===== src/rtl/sprite_pixel_fetch.sv =====
// Sprite fetch and layering stage: drives both sprite ROMs and resolves a palette index per pixel.
// It also accumulates player/enemy overlap and reports it once per frame.
module sprite_pixel_fetch #(
    parameter int                ADDR_W      = 13,
    parameter int                DATA_W      = 4,
    parameter logic [DATA_W-1:0] TRANSPARENT = '0
) (
    input  logic              Clk,
    input  logic              Reset,
    input  logic              frame_clk,
    input  logic              pix_valid,
    input  logic [8:0]        PixelX,
    input  logic [8:0]        PixelY,
    input  logic              player_is_obj,
    input  logic [ADDR_W-1:0] player_address,
    input  logic              enemy_is_obj,
    input  logic [ADDR_W-1:0] enemy_address,
    output logic [ADDR_W-1:0] player_rom_addr,
    input  logic [DATA_W-1:0] player_rom_data,
    output logic [ADDR_W-1:0] enemy_rom_addr,
    input  logic [DATA_W-1:0] enemy_rom_data,
    output logic              out_valid,
    output logic [8:0]        out_X,
    output logic [8:0]        out_Y,
    output logic [DATA_W-1:0] palette_idx,
    output logic [1:0]        out_src,
    output logic              collision,
    output logic [7:0]        collision_count
);

    localparam logic [1:0] SRC_BG     = 2'b00;
    localparam logic [1:0] SRC_PLAYER = 2'b01;
    localparam logic [1:0] SRC_ENEMY  = 2'b10;

    logic       s1_valid, s2_valid;
    logic [8:0] s1_x, s1_y, s2_x, s2_y;
    logic       s1_p_obj, s1_e_obj, s2_p_obj, s2_e_obj;

    logic       frame_sync1, frame_sync2, frame_dly;
    logic       frame_rise;
    logic       hit_acc;

    logic       p_op, e_op, hit_now;

    // Stage 1: present addresses to the ROMs; a box miss reads address 0.
    always_ff @(posedge Clk or posedge Reset) begin
        if (Reset) begin
            player_rom_addr <= '0;
            enemy_rom_addr  <= '0;
            s1_valid        <= 1'b0;
            s1_x            <= '0;
            s1_y            <= '0;
            s1_p_obj        <= 1'b0;
            s1_e_obj        <= 1'b0;
        end else begin
            s1_valid <= pix_valid;
            if (pix_valid) begin
                player_rom_addr <= player_is_obj ? player_address : '0;
                enemy_rom_addr  <= enemy_is_obj  ? enemy_address  : '0;
                s1_x            <= PixelX;
                s1_y            <= PixelY;
                s1_p_obj        <= player_is_obj;
                s1_e_obj        <= enemy_is_obj;
            end
        end
    end

    // Stage 2: metadata waits one cycle while the ROMs register their data.
    always_ff @(posedge Clk or posedge Reset) begin
        if (Reset) begin
            s2_valid <= 1'b0;
            s2_x     <= '0;
            s2_y     <= '0;
            s2_p_obj <= 1'b0;
            s2_e_obj <= 1'b0;
        end else begin
            s2_valid <= s1_valid;
            s2_x     <= s1_x;
            s2_y     <= s1_y;
            s2_p_obj <= s1_p_obj;
            s2_e_obj <= s1_e_obj;
        end
    end

    always_comb begin
        p_op    = s2_p_obj && (player_rom_data != TRANSPARENT);
        e_op    = s2_e_obj && (enemy_rom_data != TRANSPARENT);
        hit_now = s2_valid && p_op && e_op;
    end

    // Stage 3: player wins over enemy; fully transparent pixels fall to background.
    always_ff @(posedge Clk or posedge Reset) begin
        if (Reset) begin
            out_valid   <= 1'b0;
            out_X       <= '0;
            out_Y       <= '0;
            palette_idx <= '0;
            out_src     <= SRC_BG;
        end else begin
            out_valid <= s2_valid;
            if (s2_valid) begin
                out_X <= s2_x;
                out_Y <= s2_y;
                if (p_op) begin
                    palette_idx <= player_rom_data;
                    out_src     <= SRC_PLAYER;
                end else if (e_op) begin
                    palette_idx <= enemy_rom_data;
                    out_src     <= SRC_ENEMY;
                end else begin
                    palette_idx <= TRANSPARENT;
                    out_src     <= SRC_BG;
                end
            end
        end
    end

    always_ff @(posedge Clk or posedge Reset) begin
        if (Reset) begin
            frame_sync1 <= 1'b0;
            frame_sync2 <= 1'b0;
            frame_dly   <= 1'b0;
        end else begin
            frame_sync1 <= frame_clk;
            frame_sync2 <= frame_sync1;
            frame_dly   <= frame_sync2;
        end
    end

    assign frame_rise = frame_sync2 && !frame_dly;

    // An overlap landing on the frame edge belongs to the frame that is starting.
    always_ff @(posedge Clk or posedge Reset) begin
        if (Reset) begin
            hit_acc         <= 1'b0;
            collision       <= 1'b0;
            collision_count <= '0;
        end else if (frame_rise) begin
            collision <= hit_acc;
            if (hit_acc && (collision_count != 8'hFF))
                collision_count <= collision_count + 8'd1;
            hit_acc <= hit_now;
        end else if (hit_now) begin
            hit_acc <= 1'b1;
        end
    end

endmodule


===== config.mk =====
export PLATFORM = sky130hd
export DESIGN_NAME = sprite_pixel_fetch
export DESIGN_NICKNAME = d
export VERILOG_FILES = /design/src/rtl/sprite_pixel_fetch.sv
export SDC_FILE = /design/constraint.sdc
export NUM_CORES = 1
export LEC_CHECK = 0
export BUFFER_PORTS_ARGS = -buffer_cell sky130_fd_sc_hd__buf_4
export CAP_MARGIN = 40
export CORE_MARGIN = 10
export CORE_UTILIZATION = 54
export CTS_CLUSTER_SIZE = 30
export DETAILED_ROUTE_END_ITERATION = 12
export GPL_ROUTABILITY_DRIVEN = 1
export HOLD_SLACK_MARGIN = 0.05
export PLACE_DENSITY = 0.94
export SETUP_SLACK_MARGIN = 0.15
export SLEW_MARGIN = 20
export SYNTH_ARGS = -nofsm -noshare
export SYNTH_HDL_FRONTEND = slang
export SYNTH_SLANG_ARGS = --single-unit

===== constraint.sdc =====
create_clock -name Clk -period 4.9 [get_ports Clk]
set_clock_uncertainty 0.2 [all_clocks]
set_input_delay 0.49 -clock Clk [delete_from_list [all_inputs] [get_ports Clk]]
set_output_delay 0.49 -clock Clk [all_outputs]
set_load 0.1 [all_outputs]

==> out/qor.csv <==
stage,metric,value,unit
hold_path,Hold Path Class,input port to async pin,
worst_setup_path,worst path cell trace,buf_4,
die,Placeable Area,6832,um^2
yosys,asr flop ratio synth,100.0,%
yosys,Post-Synth Simple-Gate Area,6.745,%
worst_setup_path,slowest CP cell,dfrtp_1,
sta,Setup TNS,0,ps
clock_network,Num CTS Buffers,9,
sta,Hold Fails Final Rpt,0,
sta,hold slack,36.08,ps
yosys,mux share of post-synthesis cell area,11.79,%
yosys,syn_nets,340,
detailed_routing,routed vias,2544,
sta,measured slew at the worst slew-check pin,631.1,ps
worst_setup_path,CP arrival,1170,ps
power,Worst VDD drop,0.0001804,V
grt,vias in the first global route,2765,
die,Site Rows,30,
yosys,"Seq/Total Area, Yosys",69.42,%
worst_setup_path,Worst Setup Start Kind,flip-flop,
grt,GR Layer Usage met3,5.328,%
worst_setup_path,Reg2Reg Depth,4,
final_layout,Inserted Diodes,0,
detailed_routing,initial drt markers,94,
final_layout,area of the multi-input gates,1011,um^2
placement,instance area after placement,4781,um^2
yosys,Adder-Cell Fraction of Synth Area,0.3274,%
worst_setup_path,critical path class,flip-flop to primary output,
run,Max Cap Violations,0,
die,die area,10840,um^2
detailed_routing,wire per inst,16.47,um
sta,Worst slew margin,57.93,%
sta,unrepaired setup endpoints after global routing,false,
worst_setup_path,worst reg2reg startpoint,collision_count[3]$_DFFE_PP0P_,
grt,GRT overflow,0,
worst_setup_path,CP Capture Type,primary output,
placement,port bufs,117,
worst_setup_path,crit path max fanout,8,
yosys,Compound-Gate Fraction of Synth Area,6.680,%
detailed_routing,DRC Markers,0,
clock_network,CTS tree,yes,
grt,M2 GR Usage,26.04,%
worst_setup_path,r2r setup slk,3200,ps
yosys,Mapped Area,3821,um^2
detailed_routing,routed wire length,8269,um
clock_network,clk slew on worst S/H paths,90,ps
yosys,largest family of logic cells by synthesized area,multiplexers,
run_status,status,completed,
die,Die H,104.1,um
worst_setup_path,CP max stage delay,480,ps
grt,largest net degree at the start of global routing,56,
yosys,number of flops mapped to enable cells by yosys,0,
detailed_routing,TritonRoute pass-1 iters,4,
power,PD cells,467.3,nW/um^2
grt,initial antenna violation count,0,
worst_setup_path,FF-to-FF End,collision_count[1]$_DFFE_PP0P_,
clock_network,clock buffer depth,2,
final_layout,most frequent cells in the layout,"118 x buf_4, 106 x dfrtp_1, 39 x mux2_2, 30 x nand2_1, 28 x inv_1",
final_layout,nets,462,
yosys,#FFs+latches synth,106,
final_layout,"commonest non-fill, non-tap cell in the layout",buf_4,
sta,final setup fails,0,
clock_network,clk sinks,106,
sta,Final period util,37.94,%
final_layout,sequential cell area,2653,um^2
die,Boundary Pins,118,
placement,Final HPWL DP,6328,um
die,starting density of the core,55.93,%
clock_network,H-Tree Depth,3,
power,Leakage,2.411,nW
yosys,syn_area_per_cell,13.60,um^2
sta,Max Clk Rate,537.9,MHz
grt,gr usage total,15.17,%
yosys,Most used DFF post-synth,dfrtp_1,
sta,Final Slew Violations,0,
grt,Most Crowded Layer GR,met2,
detailed_routing,ANT nets after route,0,
placement,placer congestion estimate,0.8280,
yosys,Yosys cell types,32,
yosys,Synth Warn #,0,
grt,met1 Use GR,17.10,%
final_layout,share of layout cells above drive strength 1,43.84,%
final_layout,Layout area overhead,30.81,%
yosys,Post-Synthesis Cells,281,
worst_setup_path,"Req. time, crit path",4210,ps
yosys,XOR/XNOR share of the synthesized area,0.9168,%
final_layout,FILL cells,485,
detailed_routing,vias per inst,5.068,
worst_setup_path,worst path bufs/invs,1,
worst_setup_path,Top delay family on crit path,flip-flops,
final_layout,post-route cell area,4999,um^2
clock_network,Worst-Skew Late Latency,350,ps
sta,Period minus WS final,1859,ps
die,Die Width,104.1,um
clock_network,Clock Root Buffer,clkbuf_8,
grt,first-pass GRT wire length,13470,um
[cells by family (layout without fill, tap and decap cells)]
logic type | Yosys count | after routing
multiplexers | 40 | 40
buffers and inverters | 38 | 163
XOR/XNOR | 4 | 4
AO/OA/AOI/OAI | 41 | 41
AND/OR/NAND/NOR | 51 | 51
adder cells (fa/ha/maj) | 1 | 1
flip-flops | 106 | 106
[stage by stage]
step | instances | utilization [%] | setup WS (ps) | total power [mW]
finish | 502 | 73.17 | 3041 | 2.336
floorplan | 281 | - | 1421 | 1.638
CTS | 501 | 72.95 | 2930 | 2.355
global placement | 486 | 69.98 | 2994 | 1.816
detailed placement | 486 | 69.98 | 2927 | 1.836
global route | 502 | 73.17 | 2992 | 2.429
[state kept, by name, indices dropped and copies added (netlist names), 2 cells and up]
signal           flops
collision_count      8
enemy_rom_addr      13
out_X                9
out_Y                9
out_src              2
palette_idx          4
player_rom_addr     13
s1_x                 9
s1_y                 9
s2_x                 9
s2_y                 9
[final cells by class]
class / count / share of cell area [%]
Tap cell: 96 / 2.403
Sequential cell: 106 / 53.07
Multi-Input combinational cell: 137 / 20.23
Clock buffer: 12 / 3.104
Inverter: 29 / 2.228
Clock inverter: 2 / 0.7509
Timing Repair Buffer: 120 / 18.22
[how the worst max path moves through the flow]
stage	from	end	slack, ps	cells after the start
finish	collision_count[2]$_DFFE_PP0P_	collision_count[2]	3040	1
global route	collision_count[2]$_DFFE_PP0P_	collision_count[2]	2990	1
CTS	s2_valid$_DFF_PP0_	palette_idx[1]$_DFFE_PP0P_	2930	3
detailed placement	Reset	s1_y[6]$_DFFE_PP0P_	2930	3
global placement	Reset	s1_y[6]$_DFFE_PP0P_	2990	3
floorplan	Reset	collision$_DFFE_PP0P_	1420	1
[timing repair]
item                      4_1_cts  5_1_grt
hold endpoints to repair        1        0
setup buffers                   0        0
resized for setup               0        0
hold buffers                    1        0
[per-layer routing]
metal | routed length [um] | vias to the layer above
li1 | - | 1174
met1 | 3304 | 1270
met2 | 4240 | 88
met3 | 580 | 12
met4 | 144 | 0
met5 | 0 | -
[report_power, final]
part	leakage (nW)	internal [mW]	switching [mW]	total, mW
Combinational	1.02	0.179	0.592	0.770
Clock	0.0946	0.259	0.263	0.522
Sequential	1.29	0.974	0.0688	1.04
[synth_stat cells (2+ instances only)]
master	count	share of area, %
dfrtp_1	106	69
mux2_2	39	11
nand2_1	30	2.9
inv_1	29	2.8
o21ai_0	27	3.5
buf_2	6	0.79
nor2_1	5	0.49
a221o_1	4	1.0
xnor2_1	4	0.92
and3_1	3	0.49
nand3_1	3	0.39
a21oi_1	2	0.26
a31oi_1	2	0.33
and2_1	2	0.33
clkbuf_1	2	0.20
(Power assumes the default switching activity.)
